File: src/rtl/m1auth_seq.sv
// m1auth_seq: command sequencer for a bit-serial Crypto1 core (key load, 32 shift steps, finish).
// Encrypted-parity generation is compiled in only when M1AUTH_PARITY_EN is defined.
`timescale 1ns/1ps
module m1auth_seq (
    input  logic        sysclk,
    input  logic        reset,
    input  logic        cmd_valid,
    output logic        cmd_ready,
    input  logic [1:0]  cmd_op,
    input  logic [47:0] cmd_key,
    input  logic [31:0] cmd_data,
    input  logic        abort,
    output logic        busy,
    output logic        done,
    output logic [31:0] data_out,
    output logic [3:0]  par_out,
    output logic [47:0] m1_key,
    output logic        m1_load_key,
    output logic        m1_start,
    output logic        m1_ser_in,
    output logic        m1_fb,
    input  logic        m1_ks
);

    typedef enum logic [1:0] {
        S_IDLE  = 2'd0,
        S_LOAD  = 2'd1,
        S_SHIFT = 2'd2,
        S_FIN   = 2'd3
    } state_t;

    localparam logic [1:0] OP_NESTED = 2'd1;
    localparam logic [1:0] OP_CRYPT  = 2'd3;

    state_t      state_q, state_d;
    logic [4:0]  step_q, step_d;
    logic [47:0] key_q, key_d;
    logic [31:0] dout_q, dout_d;
    logic [1:0]  op_q, op_d;
    logic [31:0] data_q, data_d;
    logic [31:0] work_q, work_d;

    logic [4:0]  bit_idx;
    logic        cur_bit;
    logic        accept;
    logic        fin_commit;

    assign cmd_ready  = (state_q == S_IDLE);
    assign busy       = (state_q != S_IDLE);
    assign accept     = cmd_valid && cmd_ready && !abort;
    assign fin_commit = (state_q == S_FIN) && !abort;
    assign m1_key     = key_q;

    // Step k walks bytes MSB-byte first and bits LSB first inside each byte.
    assign bit_idx = {~step_q[4:3], step_q[2:0]};
    assign cur_bit = data_q[bit_idx];

    always_comb begin
        state_d     = state_q;
        step_d      = step_q;
        key_d       = key_q;
        dout_d      = dout_q;
        op_d        = op_q;
        data_d      = data_q;
        work_d      = work_q;
        m1_load_key = 1'b0;
        m1_start    = 1'b0;
        m1_ser_in   = 1'b0;
        m1_fb       = 1'b0;
        done        = 1'b0;

        case (state_q)
            S_IDLE: begin
                if (accept) begin
                    op_d    = cmd_op;
                    key_d   = cmd_key;
                    data_d  = cmd_data;
                    step_d  = 5'd0;
                    state_d = cmd_op[1] ? S_SHIFT : S_LOAD;
                end
            end
            S_LOAD: begin
                m1_load_key = 1'b1;
                state_d     = S_SHIFT;
            end
            S_SHIFT: begin
                m1_start        = 1'b1;
                m1_ser_in       = (op_q != OP_CRYPT) && cur_bit;
                m1_fb           = (op_q == OP_NESTED);
                work_d[bit_idx] = cur_bit ^ m1_ks;
                step_d          = step_q + 5'd1;
                if (step_q == 5'd31) begin
                    state_d = S_FIN;
                end
            end
            S_FIN: begin
                done    = 1'b1;
                dout_d  = work_q;
                state_d = S_IDLE;
            end
            default: begin
                state_d = S_IDLE;
            end
        endcase

        // Abort drops the command without publishing any partial result.
        if (abort && (state_q != S_IDLE)) begin
            state_d = S_IDLE;
            done    = 1'b0;
            dout_d  = dout_q;
        end
    end

    // The finishing cycle already presents the new word; it is held from then on.
    assign data_out = fin_commit ? work_q : dout_q;

    always_ff @(posedge sysclk) begin
        if (reset) begin
            state_q <= S_IDLE;
            step_q  <= 5'd0;
            key_q   <= 48'd0;
            dout_q  <= 32'd0;
        end else begin
            state_q <= state_d;
            step_q  <= step_d;
            key_q   <= key_d;
            dout_q  <= dout_d;
        end
    end

    always_ff @(posedge sysclk) begin
        op_q   <= op_d;
        data_q <= data_d;
        work_q <= work_d;
    end

`ifdef M1AUTH_PARITY_EN
    logic [2:0] parw_q, parw_d;
    logic [3:0] par_q, par_d;
    logic [3:0] par_fin;
    logic [1:0] par_byte;

    function automatic logic byte_odd_par(input logic [31:0] w, input logic [1:0] j);
        logic [7:0] b;
        case (j)
            2'd0:    b = w[31:24];
            2'd1:    b = w[23:16];
            2'd2:    b = w[15:8];
            default: b = w[7:0];
        endcase
        return ~^b;
    endfunction

    assign par_byte = step_q[4:3] - 2'd1;
    assign par_fin  = {byte_odd_par(data_q, 2'd3) ^ m1_ks, parw_q};

    always_comb begin
        parw_d = parw_q;
        // The first step of byte j+1 provides the keystream bit that masks byte j's parity.
        if ((state_q == S_SHIFT) && (step_q[2:0] == 3'd0) && (step_q[4:3] != 2'd0)) begin
            parw_d[par_byte] = byte_odd_par(data_q, par_byte) ^ m1_ks;
        end
        par_d = fin_commit ? par_fin : par_q;
    end

    always_ff @(posedge sysclk) begin
        if (reset) begin
            par_q <= 4'd0;
        end else begin
            par_q <= par_d;
        end
    end

    always_ff @(posedge sysclk) begin
        parw_q <= parw_d;
    end

    assign par_out = fin_commit ? par_fin : par_q;
`else
    assign par_out = 4'd0;
`endif

endmodule
File: config.mk
export PLATFORM = sky130hd
export DESIGN_NAME = m1auth_seq
export DESIGN_NICKNAME = d
export VERILOG_FILES = /design/src/rtl/m1auth_seq.sv
export SDC_FILE = /design/constraint.sdc
export NUM_CORES = 1
export LEC_CHECK = 0
export BUFFER_PORTS_ARGS = -buffer_cell sky130_fd_sc_hd__buf_2
export CAP_MARGIN = 20
export CELL_PAD_IN_SITES_DETAIL_PLACEMENT = 1
export CELL_PAD_IN_SITES_GLOBAL_PLACEMENT = 1
export CORE_UTILIZATION = 35
export CTS_CLUSTER_SIZE = 12
export DETAILED_ROUTE_END_ITERATION = 10
export GPL_TIMING_DRIVEN = 1
export HOLD_SLACK_MARGIN = 0.05
export PLACE_DENSITY_LB_ADDON = 0.3
export SYNTH_ARGS = -nofsm -noshare
export SYNTH_HDL_FRONTEND = slang
export SYNTH_SLANG_ARGS = --single-unit
File: constraint.sdc
create_clock -name sysclk -period 2.6 [get_ports sysclk]
set_clock_uncertainty 0.15 [all_clocks]
set_input_delay 0.39 -clock sysclk [delete_from_list [all_inputs] [get_ports sysclk]]
set_output_delay 0.39 -clock sysclk [all_outputs]
set_load 0.03 [all_outputs]
==> flow_metrics.tcl, run 1 <==
set metrics [dict create \
    first_iter_violations 186 \
    violations "setup timing" \
    setup_slack_ns -0.229 \
    crit_top_cell "buf_4" \
    synth_compound_area_share_pct 9.03 \
    grt_use_total_pct 19.0 \
    grt_use_met3_pct 3.93 \
    grt_max_degree 65 \
    fp.coreArea_mm2 0.0172 \
    antenna_found_initial 0 \
    grt_pass1_vias 5400 \
    min-delay-start "cmd_key[39]" \
    hold_path.class "in2reg" \
    drc 0 \
    endpoint "m1_ser_in" \
    drive_gt1_share_pct 33.8 \
    vias 5137 \
    powerDensity_mw_per_mm2 784 \
    multi_input_area_mm2 0.00227 \
    rows 48 \
    area_growth_pct 39.9 \
    cts_tree "yes" \
    ys_seq_area_share_pct 60.7 \
    synth_edf_count 66 \
    cts_max_level 4 \
    portBuffers 173 \
    numCtsBuffers 17 \
    whs_ns 0.0629 \
    slew_headroom_pct 63.6 \
    cpMaxStageDelayCell "dfxtp_4" \
    via_per_inst 4.81 \
    grt_use_met2_pct 35.1 \
    maxCapViolations 0 \
    p_leak_nw 3.48 \
    top_usage_layer "met2" \
    finalSetupViolCount 1 \
    pin_count 178 \
    synth_area_mm2 0.00614 \
    initial_utilization_pct 35.6 \
    clk_pin_slew_ns 0.06 \
    drt.antenna.violating_nets 0 \
    worstSetupStartpoint "step_q[1]" \
    rsz0062_at_grt "yes" \
    async_reset_ff_share_pct 0 \
    fmax_mhz 354 \
    r2r_cells 8 \
    cts.sinks 153 \
    fill_cells 1926 \
    cp_max_fo 5 \
    status "complete, but fails checks" \
    wl_um 17600 \
    clock_latency_ns 0.42 \
    hold_violations 0 \
    ys_seq_elements 153 \
    worst-path-stages 8 \
    slew_violations 0 \
    post_dp_cell_area_mm2 0.00728 \
    power.total_mw 6.73 \
    dp_hpwl_um 11000 \
    min_period_ns 2.83 \
    critical_path_class "reg2out" \
    synthMuxAreaShare_pct 8.95 \
    ir_drop_uv 473 \
    cp.required_ns 2.06 \
    cpLargestDelayFamily "buffers and inverters" \
    first_pass_iters 4 \
    cp_num_buf_inv 3 \
    ff2ff_setup_slack_ns 0.13 \
    ys_types 37 \
    critical_path_arrival_ns 2.29 \
    overflow 0 \
    dieArea_mm2 0.0181 \
    root_buffer "clkbuf_16" \
    synth_adder_area_share_pct 1.83 \
    grt_pass1_wl_um 26600 \
    layout.nets 927 \
    detail_route.wl_per_cell_um 16.4 \
    seq_area_mm2 0.00373 \
    tightestPinTransition_ns 0.545 \
    post-route-period-util_pct 109 \
    fin_area_mm2 0.00859 \
    num_antenna_cells 0 \
    yosysWarnings 0 \
    crit_path_start_kind "flop" \
    die_h_um 134 \
    r2r_end "work_q[26]" \
    endpoint_kind "primary output" \
    synthSimpleGateAreaFrac_pct 15.3 \
    critical_path.cell_chain "buf_12, mux2i_2, o22ai_2, or3_4, a211oi_4, buf_4, a211oi_2, buf_4" \
    synth_ff_type "dfxtp_1" \
    r2r-start "step_q[1]" \
    clock_path_buffers 2 \
    die_w_um 134 \
    place_congestion 0.774 \
    synth_area_per_cell_um2 10.2 \
    synth_top_family_by_area "simple AND/OR/NAND/NOR gates" \
    cp_slowest_stage_delay_ns 0.41 \
    synthXorXnorAreaFrac_pct 0.143 \
    use_met1_pct 21.1 \
    synth_cells 602 \
]
## metal layers
metal | up-vias | wire length [um]
met5 | - | 0
met4 | 0 | 355
met3 | 24 | 561
met2 | 112 | 9610
met1 | 2516 | 7030
li1 | 2485 | -
## what timing repair did
| action | in CTS | in global routing |
|---|---|---|
| hold buffers | 50 | 0 |
| setup endpoints to repair | 34 | 36 |
| buffers inserted | 0 | 3 |
| gates resized for setup | 8 | 14 |
| hold endpoints to repair | 50 | 0 |
| gates cloned | 1 | 3 |
| pin swaps | 1 | 4 |
## layout make-up
| type | instances | area share, % |
|---|---|---|
| timing repair buffer | 251 | 19.7 |
| inverter | 8 | 0.350 |
| clock buffer | 23 | 5.83 |
| sequential | 153 | 43.5 |
| clock inverter | 9 | 0.991 |
| tap | 225 | 3.28 |
| multi-input combinational | 400 | 26.4 |
## metrics by stage
stage	setup WS [ns]	TNS, ns	instances	utilization, %
finish	-0.229	-0.229	1069	49.8
global route	-0.317	-0.650	1069	49.8
CTS	-0.323	-9.45	1062	48.8
detailed placement	-0.220	-7.03	979	42.2
global placement	-0.0546	-1.73	979	42.2
floorplan	0.00185	0	605	-
## state kept, by name, indices dropped and copies added, names as in the netlist
name	count
step_q	5
dout_q	32
work_q	32
data_q	32
op_q	2
m1_key	48
state_q	2
## synth_stat cells, drive strengths merged (5+ instances only)
| cell | number | share of area (%) |
|---|---|---|
| mux2i | 14 | 2.3 |
| buf | 19 | 2.0 |
| edfxtp | 66 | 32 |
| a21oi | 85 | 6.9 |
| nor2 | 39 | 2.4 |
| dfxtp | 87 | 28 |
| clkbuf | 25 | 1.5 |
| mux2 | 36 | 6.7 |
| nand2 | 171 | 10 |
| inv | 8 | 0.49 |
| o21ai | 5 | 0.41 |
| ha | 9 | 1.8 |
## tightest hold or removal path, cell delays in order
cell and delay, ns:
buf_2 0.10, nand2_1 0.05, a21oi_1 0.05
## worst min path at each step
stage / endpoint / slack, ns / cells after the start
detailed placement: m1_key[25] / 0.29 / 2
global route: m1_key[31] / 0.06 / 3
floorplan: dout_q[0] / 0.28 / 2
global placement: dout_q[20] / 0.29 / 2
finish: m1_key[39] / 0.06 / 3
CTS: m1_key[31] / 0.05 / 3
## kinds of logic after synthesis
kind of cell | count (synthesis)
flops | 153
other cells | 1
buf+inv | 52
fa+ha+maj | 9
mux | 50
simple gates | 233
xor+xnor | 1
compound gates | 103
## layout by cell type (no fill, tap or decap), types with 3 or more instances in the layout
cell type      Yosys  routed
o22ai_1            4       3
buf_4              6      20
dlygate4sd3_1      0      50
a21oi_1           85      85
clkbuf_16          0      22
nand3b_1           3       3
buf_12             0       3
clkbuf_1          25       3
mux2i_1           14      12
nand2_1          171     171
dfxtp_1           87      82
ha_1               9       9
dfxtp_2            0       4
inv_1              8       6
o21ai_0            5       5
buf_2              3     172
nand3_1            3       3
edfxtp_1          66      66
nor2_1            39      39
mux2_2            35      35
conb_1             1       4
nor2b_1            4       3
## where the power goes
part,switching [mW],internal (mW)
Combinational,0.927,0.483
Sequential,0.0957,2.77
Clock,0.990,1.46
No activity file was read; power rests on OpenSTA's default activity.
==> run 2, diff against run 1 <==
BUFFER_PORTS_ARGS = -buffer_cell sky130_fd_sc_hd__buf_4   (was -buffer_cell sky130_fd_sc_hd__buf_2)
==> run 2 against run 1 <==
Net effect: the run still ends with setup timing left; utilization increased by 1.4 points; clock power decreased by 3%; setup slack improved by 0.015 ns; final cell count decreased by 1.4%; final area increased by 2.8%; register-to-register slack improved by 0.05 ns; critical endpoint unchanged; largest cell class unchanged.
==> flow_metrics.tcl, run 2 (same netlist as run 1, synthesis figures left out) <==
set metrics [dict create \
    pin_count 178 \
    largest_register_ffs 48 \
    drc 0 \
    rsz0062_at_grt "yes" \
    rows 48 \
    cp.required_ns 2.06 \
    vias 5097 \
    clk_pin_slew_ns 0.06 \
    endpoint_kind "primary output" \
    drt.antenna.violating_nets 0 \
    numCtsBuffers 17 \
    area_growth_pct 43.9 \
    via_per_inst 4.84 \
    fp.coreArea_mm2 0.0172 \
    drive_gt1_share_pct 33.8 \
    slew_violations 0 \
    wl_um 17400 \
    crit_top_cell "buf_4" \
    tightestPinTransition_ns 0.532 \
    cpMaxStageDelayCell "dfxtp_4" \
    clock_path_buffers 2 \
    root_buffer "clkbuf_16" \
    clock_latency_ns 0.42 \
    maxCapViolations 0 \
    cp_slowest_stage_delay_ns 0.42 \
    grt_pass1_wl_um 26900 \
    violations "setup timing" \
    hold_path.class "in2reg" \
    antenna_found_initial 0 \
    cts_tree "yes" \
    initial_utilization_pct 35.6 \
    dieArea_mm2 0.0181 \
    die_w_um 134 \
    post_dp_cell_area_mm2 0.00770 \
    cp_max_fo 5 \
    ir_drop_uv 488 \
    final_util_pct 51.2 \
    die_h_um 134 \
    critical_path_class "reg2out" \
    hold_violations 0 \
    detail_route.wl_per_cell_um 16.5 \
    place_congestion 0.764 \
    portBuffers 173 \
    first_iter_violations 218 \
    critical_path_arrival_ns 2.27 \
    grt_max_degree 46 \
    grt_use_total_pct 19.3 \
    p_leak_nw 3.47 \
    pre_cts_ws_ns -0.174 \
    setup_slack_ns -0.213 \
    power.total_mw 6.78 \
    num_antenna_cells 0 \
    critical_path.cell_chain "buf_16, mux2i_1, o21ai_1, or3_4, a211oi_4, buf_4, a211oi_2, buf_4" \
    cts.sinks 153 \
    dp_cells 980 \
    first_pass_iters 4 \
    cpLargestDelayFamily "buffers and inverters" \
    cp_num_buf_inv 3 \
    instances_no_fill 1054 \
    cts_max_level 4 \
    crit_path_start_kind "flop" \
    fin_area_mm2 0.00883 \
    slew_headroom_pct 64.6 \
    setup-tns-final_ns -0.213 \
    dp_hpwl_um 11500 \
    finalSetupViolCount 1 \
    min_period_ns 2.81 \
    whs_ns 0.0662 \
    status "complete, but fails checks" \
    fmax_mhz 355 \
    final_cell_mix "buf_4, nand2_1, a21oi_1" \
    overflow 0 \
    layout.nets 912 \
    layout_commonest_cell "buf_4" \
    powerDensity_mw_per_mm2 768 \
    post-route-period-util_pct 108 \
    grt_pass1_vias 5295 \
]
run 2: cell types whose count changed in the layout (fill, tap and decap cells not counted), sizes merged:
cell / before / now
clkbuf: 27 / 21
dlygate4sd3: 50 / 36
bufinv: 1 / 2
inv: 11 / 10
buf: 197 / 198
clkinv: 3 / 7
run 2: area by class of cell:
cell class,count,area [um^2]
clock buffers,19,433
clock inverters,13,128
fillers,1895,8410
inverters,8,30.0
multi-input cells,400,2260
flip-flops and latches,153,3730
well taps,225,282
repair buffers,236,1970
run 2: path summary, 6_finish.rpt:
path / startpoint / slack, ns / cells after the start / to
max: step_q[1] / -0.21 / 8 / m1_ser_in
min: cmd_key[33] / 0.07 / 3 / m1_key[33]
max reg2reg: step_q[1] / 0.18 / 8 / work_q[29]
min reg2reg: dout_q[25] / 0.30 / 2 / dout_q[25]
run 2: what timing repair did:
item	in CTS	in global routing
hold endpoints to repair	36	0
hold buffers	36	0
pin swaps	4	3
cloned	2	2
endpoints found under the setup margin	33	31
resized for setup	8	12
setup buffers	0	1
run 2: routing by layer:
| layer | wire length (um) | up-vias | track usage (%) |
|---|---|---|---|
| met5 | 0 | - | 0 |
| met4 | 330 | 0 | 7.62 |
| met3 | 643 | 25 | 4.08 |
| met2 | 9410 | 114 | 35.3 |
| met1 | 7040 | 2500 | 21.9 |
| li1 | - | 2458 | - |
run 2: power by group:
part,switching (mW),internal (mW),total (mW)
Clock,0.975,1.40,2.38
Combinational,0.934,0.590,1.52
Sequential,0.105,2.78,2.88
Total,2.01,4.77,6.78
run 2: worst register-to-register path: stages (launching register included):
cell and delay, ns:
dfxtp_4 0.42, buf_16 0.14, mux2i_1 0.21, o21ai_1 0.08
or3_4 0.42, a211oi_4 0.24, buf_4 0.18, xnor2_4 0.14
buf_6 0.20
==> run 3, diff against run 2 <==
CELL_PAD_IN_SITES_DETAIL_PLACEMENT = unset   (was 1)
CELL_PAD_IN_SITES_GLOBAL_PLACEMENT = unset   (was 1)
CORE_UTILIZATION = 25   (was 35)
==> run 3 against run 2 <==
Net effect: the run still ends with setup timing left; critical path type unchanged; register-to-register slack worse by 0.09 ns; final area is 2.9% higher; worst hold slack better by 0.0022 ns; largest cell class unchanged; setup slack better by 0.063 ns; highest routed layer unchanged; die area is 39% higher; global-route usage is 6.5 points lower; wire length is 6.2% lower; critical path depth is 1 lower; first-iteration DRC count is 20% higher; maximum frequency is 2.3% higher; sequential power hardly changed; utilization is 13 points lower.
==> flow_metrics.tcl, run 3 (same netlist as run 1, synthesis figures left out) <==
set metrics [dict create \
    finalSetupViolCount 1 \
    clock_path_buffers 2 \
    rsz0062_at_grt "yes" \
    first_pass_iters 4 \
    antenna_found_initial 0 \
    detail_route.wl_per_cell_um 14.1 \
    portBuffers 173 \
    status "complete, but fails checks" \
    cts_tree "yes" \
    initial_utilization_pct 25.8 \
    drive_gt1_share_pct 33.5 \
    drt.antenna.violating_nets 0 \
    numCtsBuffers 17 \
    cp_max_fo 6 \
    final_util_pct 38.3 \
    hold_violations 0 \
    maxCapViolations 0 \
    min_period_ns 2.75 \
    critical_path_class "reg2out" \
    grt_max_degree 49 \
    layout.nets 925 \
    clk_pin_slew_ns 0.07 \
    die_w_um 159 \
    rows 56 \
    ir_drop_uv 437 \
    wl_um 16300 \
    grt_pass1_wl_um 24700 \
    fmax_mhz 364 \
    pre_cts_ws_ns 0.122 \
    cts_max_level 4 \
    dieArea_mm2 0.0252 \
    fp.coreArea_mm2 0.0238 \
    tightestPinTransition_ns 0.525 \
    drc 0 \
    endpoint_kind "primary output" \
    crit_path_start_kind "flop" \
    critical_path_arrival_ns 2.21 \
    pin_count 178 \
    overflow 0 \
    die_h_um 159 \
    vias 4900 \
    area_growth_pct 48.1 \
    slew_headroom_pct 65.0 \
    grt_use_total_pct 12.9 \
    setup_slack_ns -0.151 \
    via_per_inst 4.22 \
    whs_ns 0.0683 \
    cts.sinks 153 \
    final_cell_mix "buf_4, nand2_1, a21oi_1" \
    root_buffer "clkbuf_16" \
    num_antenna_cells 0 \
    place_congestion 0.742 \
    cp.required_ns 2.06 \
    p_leak_nw 3.54 \
    first_iter_violations 262 \
    layout_commonest_cell "buf_4" \
    hold_path.class "in2reg" \
    setup-tns-final_ns -0.151 \
    largest_register_ffs 48 \
    grt_pass1_vias 4609 \
    dp_hpwl_um 10700 \
    post-route-period-util_pct 106 \
    powerDensity_mw_per_mm2 743 \
    clock_latency_ns 0.42 \
    violations "setup timing" \
    post_dp_cell_area_mm2 0.00783 \
    fin_area_mm2 0.00909 \
    slew_violations 0 \
]
## run 3: changes by cell type in the layout (fill, tap and decap cells not counted), sizes merged
| cell | previous run | this run |
|---|---|---|
| clkinv | 7 | 6 |
| dlygate4sd3 | 36 | 52 |
| inv | 10 | 16 |
| buf | 198 | 196 |
| clkbuf | 21 | 18 |
| clkinvlp | 2 | 1 |
| bufinv | 2 | 0 |
## run 3: final cells by class
cell class | count | area [um^2]
clock buffers | 17 | 425
flip-flops and latches | 153 | 3730
inverters | 8 | 30.0
clock inverters | 15 | 135
multi-input cells | 400 | 2260
fillers | 2346 | 14700
repair buffers | 249 | 2110
well taps | 319 | 399
## run 3: report_power, final
part	leakage, nW	total, mW	switching [mW]	internal [mW]
Sequential	1.31	2.86	0.0937	2.77
Combinational	1.95	1.53	0.926	0.603
Clock	0.277	2.36	1.10	1.26
## run 3: final timing paths
| kind | startpoint | to | slack (ns) | depth (start not counted) |
|---|---|---|---|---|
| min | cmd_key[46] | m1_key[46] | 0.07 | 3 |
| max | step_q[1] | m1_ser_in | -0.15 | 7 |
| max reg2reg | step_q[1] | work_q[1] | 0.09 | 9 |
| min reg2reg | dout_q[23] | dout_q[23] | 0.30 | 2 |
## run 3: worst max-delay path, cell delays in order (launching register included)
cell      delay (ns)
dfxtp_4         0.42
buf_12          0.14
mux2i_1         0.19
o22ai_1         0.11
or3_4           0.39
a211oi_4        0.30
a211oi_2        0.05
buf_4           0.18
## run 3: metrics by stage
| step | std cells | power, mW |
|---|---|---|
| 2_1_floorplan | 605 | 3.78 |
| 3_3_place_gp | 1072 | 4.34 |
| 3_5_place_dp | 1072 | 4.34 |
| 4_1_cts | 1157 | 6.82 |
| 5_1_grt | 1161 | 7.09 |
| 6_report | 1161 | 6.75 |
## run 3: metal layers
layer	vias up	part of all wire, %	global-route usage [%]
li1	2489	-	-
met1	2284	45	16.2
met2	113	50	21.1
met3	14	4.0	3.57
met4	0	1.4	4.26
met5	-	0	0
## run 3: timing repair
item / CTS / global route
endpoints found under the setup margin: 1 / 66
endpoints found under the hold margin: 50 / 2
resized for setup: 12 / 9
hold buffers: 50 / 2
cloned: 2 / 1
buffers inserted: 1 / 1
pin swaps: 5 / 8
